## src/rtl/vga_timing_pkg.sv

```systemverilog
// Shared constants and helpers for the VGA raster timing generator.
// Holds the 640x480@60 default timing, derived totals and the window decode.
package vga_timing_pkg;

  localparam int unsigned COORD_W = 11;

  localparam int unsigned DEF_CLK_DIV  = 4;
  localparam int unsigned DEF_H_ACTIVE = 640;
  localparam int unsigned DEF_H_FP     = 16;
  localparam int unsigned DEF_H_SYNC   = 96;
  localparam int unsigned DEF_H_BP     = 48;
  localparam int unsigned DEF_V_ACTIVE = 480;
  localparam int unsigned DEF_V_FP     = 10;
  localparam int unsigned DEF_V_SYNC   = 2;
  localparam int unsigned DEF_V_BP     = 33;
  localparam logic        DEF_SYNC_POL = 1'b0;

  localparam int unsigned H_TOTAL = DEF_H_ACTIVE + DEF_H_FP + DEF_H_SYNC + DEF_H_BP;
  localparam int unsigned V_TOTAL = DEF_V_ACTIVE + DEF_V_FP + DEF_V_SYNC + DEF_V_BP;

  // True when count lies in [start, start+width). One extra bit keeps the
  // upper bound from overflowing.
  function automatic logic in_window(input logic [COORD_W-1:0] count,
                                     input logic [COORD_W-1:0] start,
                                     input logic [COORD_W-1:0] width);
    logic [COORD_W:0] c;
    logic [COORD_W:0] lo;
    logic [COORD_W:0] hi;
    c  = {1'b0, count};
    lo = {1'b0, start};
    hi = lo + {1'b0, width};
    return (c >= lo) && (c < hi);
  endfunction

endpackage

```

## src/rtl/vga_axis_counter.sv

```systemverilog
// One raster axis: wrapping counter with enable, wrap flag, and decode of the
// sync window and active region for the value the counter is about to load.
module vga_axis_counter
  import vga_timing_pkg::*;
#(
  parameter int unsigned ACTIVE = DEF_H_ACTIVE,
  parameter int unsigned FP     = DEF_H_FP,
  parameter int unsigned SYNC   = DEF_H_SYNC,
  parameter int unsigned BP     = DEF_H_BP
) (
  input  logic               clk,
  input  logic               rst_n,
  input  logic               en,
  output logic [COORD_W-1:0] cnt,
  output logic               wrap,
  output logic               sync_next,
  output logic               active_next
);

  localparam int unsigned        TOTAL      = ACTIVE + FP + SYNC + BP;
  localparam logic [COORD_W-1:0] LAST       = COORD_W'(TOTAL - 1);
  localparam logic [COORD_W-1:0] SYNC_START = COORD_W'(ACTIVE + FP);
  localparam logic [COORD_W-1:0] SYNC_W     = COORD_W'(SYNC);
  localparam logic [COORD_W-1:0] ACT_END    = COORD_W'(ACTIVE);

  logic [COORD_W-1:0] cnt_q;
  logic [COORD_W-1:0] cnt_d;

  // Next count and the window decode of that next count.
  always_comb begin
    // NOTE: every comb output gets a default first so no path leaves it
    // unassigned, which would otherwise infer a latch.
    cnt_d       = cnt_q;
    wrap        = (cnt_q == LAST);
    if (en) begin
      cnt_d = wrap ? '0 : cnt_q + COORD_W'(1);
    end
    sync_next   = in_window(cnt_d, SYNC_START, SYNC_W);
    active_next = (cnt_d < ACT_END);
  end

  // Counter register.
  always_ff @(posedge clk or negedge rst_n) begin
    // NOTE: sequential state uses non-blocking assignment so every flop
    // samples pre-edge values regardless of block ordering.
    if (!rst_n) cnt_q <= '0;
    else        cnt_q <= cnt_d;
  end

  assign cnt = cnt_q;

endmodule

```

## src/rtl/vga_timing_gen.sv

```systemverilog
// VGA raster timing generator: clock divider to pixel rate, horizontal and
// vertical counters, registered blank/sync decode and line/frame strobes.
// Optional feature macro VGA_SYNC_PIPE_EN delays blank/hsync/vsync by one
// pixel period to line up with the sprite stage's one-pixel ROM latency.
module vga_timing_gen
  import vga_timing_pkg::*;
#(
  parameter int unsigned CLK_DIV  = DEF_CLK_DIV,
  parameter int unsigned H_ACTIVE = DEF_H_ACTIVE,
  parameter int unsigned H_FP     = DEF_H_FP,
  parameter int unsigned H_SYNC   = DEF_H_SYNC,
  parameter int unsigned H_BP     = DEF_H_BP,
  parameter int unsigned V_ACTIVE = DEF_V_ACTIVE,
  parameter int unsigned V_FP     = DEF_V_FP,
  parameter int unsigned V_SYNC   = DEF_V_SYNC,
  parameter int unsigned V_BP     = DEF_V_BP,
  parameter logic        SYNC_POL = DEF_SYNC_POL
) (
  input  logic               clk,
  input  logic               rst_n,
  output logic               pix_en,
  output logic [COORD_W-1:0] hc,
  output logic [COORD_W-1:0] vc,
  output logic               blank,
  output logic               hsync,
  output logic               vsync,
  output logic               line_start,
  output logic               frame_start
);

  localparam logic [3:0] DIV_LAST = 4'(CLK_DIV - 1);

  logic [3:0] div_q, div_d;
  logic       pix_en_q, pix_en_d;
  logic       line_start_q, line_start_d;
  logic       frame_start_q, frame_start_d;
  logic       blank_q, blank_d;
  logic       hsync_q, hsync_d;
  logic       vsync_q, vsync_d;

  logic h_wrap, h_sync_next, h_active_next;
  logic v_wrap, v_sync_next, v_active_next;

  // Horizontal axis advances on every pixel strobe.
  vga_axis_counter #(
    .ACTIVE(H_ACTIVE), .FP(H_FP), .SYNC(H_SYNC), .BP(H_BP)
  ) u_h (
    .clk(clk), .rst_n(rst_n), .en(pix_en_d),
    .cnt(hc), .wrap(h_wrap), .sync_next(h_sync_next), .active_next(h_active_next)
  );

  // Vertical axis advances only when the line wraps.
  vga_axis_counter #(
    .ACTIVE(V_ACTIVE), .FP(V_FP), .SYNC(V_SYNC), .BP(V_BP)
  ) u_v (
    .clk(clk), .rst_n(rst_n), .en(pix_en_d & h_wrap),
    .cnt(vc), .wrap(v_wrap), .sync_next(v_sync_next), .active_next(v_active_next)
  );

  // Divider, strobes and decode of the next counter values.
  always_comb begin
    pix_en_d      = (div_q == DIV_LAST);
    div_d         = pix_en_d ? 4'd0 : div_q + 4'd1;
    line_start_d  = pix_en_d & h_wrap;
    frame_start_d = line_start_d & v_wrap;
    blank_d       = ~(h_active_next & v_active_next);
    hsync_d       = h_sync_next ? SYNC_POL : ~SYNC_POL;
    vsync_d       = v_sync_next ? SYNC_POL : ~SYNC_POL;
  end

  // Output and divider registers.
  always_ff @(posedge clk or negedge rst_n) begin
    if (!rst_n) begin
      div_q         <= '0;
      pix_en_q      <= 1'b0;
      line_start_q  <= 1'b0;
      frame_start_q <= 1'b0;
      blank_q       <= 1'b0;
      hsync_q       <= ~SYNC_POL;
      vsync_q       <= ~SYNC_POL;
    end else begin
      div_q         <= div_d;
      pix_en_q      <= pix_en_d;
      line_start_q  <= line_start_d;
      frame_start_q <= frame_start_d;
      blank_q       <= blank_d;
      hsync_q       <= hsync_d;
      vsync_q       <= vsync_d;
    end
  end

`ifdef VGA_SYNC_PIPE_EN
  logic blank_p_q, blank_p_d;
  logic hsync_p_q, hsync_p_d;
  logic vsync_p_q, vsync_p_d;

  // Capture the aligned decode on each pixel strobe, giving one pixel of delay.
  always_comb begin
    blank_p_d = pix_en_d ? blank_q : blank_p_q;
    hsync_p_d = pix_en_d ? hsync_q : hsync_p_q;
    vsync_p_d = pix_en_d ? vsync_q : vsync_p_q;
  end

  // One-pixel delay registers for blank and sync.
  always_ff @(posedge clk or negedge rst_n) begin
    if (!rst_n) begin
      blank_p_q <= 1'b0;
      hsync_p_q <= ~SYNC_POL;
      vsync_p_q <= ~SYNC_POL;
    end else begin
      blank_p_q <= blank_p_d;
      hsync_p_q <= hsync_p_d;
      vsync_p_q <= vsync_p_d;
    end
  end

  assign blank = blank_p_q;
  assign hsync = hsync_p_q;
  assign vsync = vsync_p_q;
`else
  assign blank = blank_q;
  assign hsync = hsync_q;
  assign vsync = vsync_q;
`endif

  assign pix_en      = pix_en_q;
  assign line_start  = line_start_q;
  assign frame_start = frame_start_q;

endmodule
```

## config.mk

```make
export PLATFORM = sky130hd
export DESIGN_NAME = vga_timing_gen
export DESIGN_NICKNAME = d
export VERILOG_FILES = /design/src/rtl/vga_timing_pkg.sv /design/src/rtl/vga_axis_counter.sv /design/src/rtl/vga_timing_gen.sv
export SDC_FILE = /design/constraint.sdc
export NUM_CORES = 1
export LEC_CHECK = 0
export CAP_MARGIN = 20
export CORE_MARGIN = 1.5
export CORE_UTILIZATION = 52
export DETAILED_ROUTE_END_ITERATION = 10
export PLACE_DENSITY = 0.86
export SETUP_SLACK_MARGIN = 0.15
export SLEW_MARGIN = 15
export SYNTH_ARGS = -nofsm -noshare
export SYNTH_HDL_FRONTEND = slang
export SYNTH_HIERARCHICAL = 1
export SYNTH_SLANG_ARGS = --single-unit
```

## constraint.sdc

```tcl
create_clock -name clk -period 3 [get_ports clk]
set_input_delay 0.75 -clock clk [delete_from_list [all_inputs] [get_ports clk]]
set_output_delay 0.75 -clock clk [all_outputs]
set_load 0.02 [all_outputs]
```

==> flow_metrics.py <==
metrics = {
    "run_status": {
        "outcome": "completed",
    },
    "sta": {
        "worstMarginPinSlew_ns": 0.513,
        "finalCritPeriodShare_pct": 91.0,
        "drv_slew": 0,
        "slew_headroom_pct": 65.4,
        "finalHoldViolCount": 0,
        "fmax_mhz": 366,
        "rsz0062_at_grt": "no",
        "fin_setup_tns_ns": 0,
        "setup_violations": 0,
        "fin_skew_ns": 0.0108,
        "fin_crit_ns": 2.73,
    },
    "drt": {
        "wire_per_inst_um": 14.9,
        "wl_mm": 3.85,
        "drtIter0Drc": 141,
        "drc_errors": 0,
        "via_count": 1501,
        "dr.pass1.iters": 4,
        "antenna_left": 0,
        "viasPerCell": 5.80,
    },
    "setup_path": {
        "arrival_ns": 3.00,
        "cp_max_fo": 9,
        "crit_start": "u_h/cnt[5]$_DFF_PN0_",
        "r2r-start": "u_h/cnt[5]$_DFF_PN0_",
        "r2r.worst_path.cells": 9,
        "cp-end-kind": "register",
        "critical_path_class": "register to register",
        "crit_required_ns": 3.27,
        "r2r_slack_ns": 0.27,
        "r2r-end": "vsync$_DFF_PN1_",
        "critPathCapture": "vsync$_DFF_PN1_",
        "cp-start-kind": "register",
    },
    "global_route": {
        "grt_pass1_wl_mm": 6.13,
        "overflow": 0,
        "grt_max_degree": 33,
        "grt_pass1_vias": 1395,
        "antenna_found_initial": 0,
        "grtUsageTotal_pct": 23.1,
    },
    "logic_synthesis": {
        "synth_commonest_cells": "30 x dfrtp_1, 21 x nand2_1, 12 x nor2_1, 12 x xnor2_1",
        "ys_warn_count": 6,
        "async_flop_share_pct": 100,
        "netlist_instances": 179,
        "yosysSeqAreaShare_pct": 45.4,
        "synth_most_common_cell": "dfrtp_1",
        "synth_top_area_share_pct": 42.5,
        "synthFlopType": "dfrtp_1",
        "synth_edf_count": 0,
        "synth_area_um2": 1770,
        "yosys.area.top_type": "dfrtp_1",
        "ys_seq_elements": 32,
        "ys_types": 52,
        "syn-num-nets": 185,
        "synth.avg_cell_area_um2": 9.88,
        "netlist_top_cells_area": "dfrtp_1 42%, xnor2_1 5.9%, nand2_1 4.5%",
    },
    "cells_and_area": {
        "area_delta_synth_final_pct": 24.1,
        "nets": 221,
        "diodes": 0,
        "drive_above_1_share_pct": 13.5,
    },
    "power": {
        "seq_power_share_pct": 64.4,
        "p_sw_share_pct": 22.4,
        "leakagePower_uw": 0.000939,
        "ir_drop_mv": 0.271,
        "pwr-share-comb_pct": 1.5,
        "clkPwrFrac_pct": 34.1,
        "p_int_uw": 519,
        "total_power_uw": 669,
        "p_sw_uw": 150,
        "p_per_area_nw_per_um2": 305,
    },
    "floorplan": {
        "coreArea_um2": 3150,
        "boundaryPins": 30,
        "die_w_um": 61.3,
        "die_h_um": 61.3,
        "start_util_pct": 56.1,
        "placementRows": 20,
        "die_area_um2": 3760,
    },
    "placed_design": {
        "io_buffers": 29,
        "hpwlAfterDp_mm": 2.76,
        "gp_congestion": 0.866,
    },
    "min_path": {
        "min_path_type": "register to register",
    },
    "cts": {
        "clock_sinks": 32,
        "cts_tree": "yes",
        "root_buffer": "clkbuf_4",
        "clk_latency_ns": 0.34,
        "clk_pin_slew_ns": 0.10,
        "cts_buffer_depth": 2,
        "holdBufCountCts": 0,
        "h-tree-depth": 2,
        "cts_buffers": 5,
    },
    "flow_run": {
        "cap_violations": 0,
    },
}
[power by group through the flow]
stage	logic [uW]	clock network (uW)	registers, uW
6_report	9.98	228	431
5_1_grt	12.1	253	431
4_1_cts	10.7	235	431
3_5_place_dp	10.7	0	440
3_3_place_gp	10.6	0	440
2_1_floorplan	0.000361	0	440
[metal layers]
layer	wire (um)	vias to the layer above	track usage, %
met3	224	8	7.14
met2	1980	53	39.2
met1	1550	725	26.6
met4	91	0	11.2
met5	0	-	0
li1	-	715	-
[what timing repair did]
item	4_1_cts	5_1_grt
setup buffers	0	2
endpoints found under the setup margin	0	2
gates resized for setup	0	2
hold endpoints to repair	0	0
[flip-flops by register name, summed over array words and instances, names as in the netlist]
register / flops
blank: 1
line_start: 1
u_v/cnt: 11
vsync: 1
div_q: 4
u_h/cnt: 11
pix_en: 1
hsync: 1
frame_start: 1
[logic make-up (layout without fill, tap and decap cells)]
group / count (synthesis) / count (layout) / synth area share [%]
buf+inv: 18 / 54 / 4.74
xor+xnor: 16 / 16 / 7.93
fa+ha+maj: 4 / 4 / 2.83
compound gates: 29 / 29 / 11.4
mux: 1 / 1 / 0.566
flops: 32 / 32 / 45.4
simple gates: 79 / 79 / 27.1
[cells in the final DEF, fill, tap and decap left out, types with 2 or more instances in the layout]
cell / synthesis / layout
xnor2_1: 12 / 12
nand4b_1: 2 / 2
nand2_1: 21 / 21
o21ai_1: 3 / 3
nand3_1: 10 / 10
dfstp_2: 2 / 2
a21oi_1: 7 / 7
clkbuf_4: 0 / 5
nor2_1: 12 / 12
and3_1: 4 / 4
nand2b_1: 2 / 2
ha_1: 4 / 4
a31oi_1: 2 / 2
dfrtp_1: 30 / 30
xor2_1: 4 / 4
and4_1: 4 / 4
o31ai_1: 3 / 3
o221ai_1: 2 / 2
nor3_2: 1 / 2
nand4_1: 4 / 4
a211oi_1: 2 / 2
inv_1: 10 / 10
buf_4: 1 / 8
clkdlybuf4s50_1: 0 / 29
o21ai_0: 2 / 2
[how the worst min path moves through the flow]
stage	startpoint	endpoint	slack [ns]	depth (start not counted)
floorplan	div_q[0]$_DFF_PN0_	div_q[0]$_DFF_PN0_	0.43	1
global placement	div_q[0]$_DFF_PN0_	div_q[0]$_DFF_PN0_	0.45	1
detailed placement	div_q[0]$_DFF_PN0_	div_q[0]$_DFF_PN0_	0.47	1
CTS	div_q[0]$_DFF_PN0_	div_q[0]$_DFF_PN0_	0.48	1
global route	div_q[0]$_DFF_PN0_	div_q[0]$_DFF_PN0_	0.51	1
finish	div_q[0]$_DFF_PN0_	div_q[0]$_DFF_PN0_	0.47	1
[worst max-delay path, stage by stage, from the launching register on]
cell and delay (ns):
dfrtp_1 0.48, or3b_4 0.44, nor3_2 0.19, and4bb_4 0.32, inv_1 0.11, or3_1 0.37
o221ai_1 0.11, o311ai_0 0.25, nor4bb_2 0.33, inv_1 0.07
[per-stage QoR]
step | worst slack (ns) | instance area (um^2) | hold slack [ns] | utilization (%) | std cells
2_1_floorplan | 0.173 | 1780 | 0.432 | - | 179
3_3_place_gp | 0.354 | 2120 | 0.446 | 67.3 | 250
3_5_place_dp | 0.216 | 2120 | 0.466 | 67.3 | 250
4_1_cts | 0.188 | 2170 | 0.479 | 68.8 | 257
5_1_grt | 0.183 | 2190 | 0.509 | 69.6 | 259
6_report | 0.269 | 2190 | 0.475 | 69.6 | 259
[cell type report]
cell class / count / area (um^2)
fill: 253 / 960
multi-input combinational: 129 / 901
sequential: 32 / 803
timing repair buffer: 37 / 350
tap: 44 / 55.1
clock buffer: 6 / 41.3
inverter: 10 / 37.5
clock inverter: 1 / 5.00
Note: power is estimated with default switching activity, not from simulation.
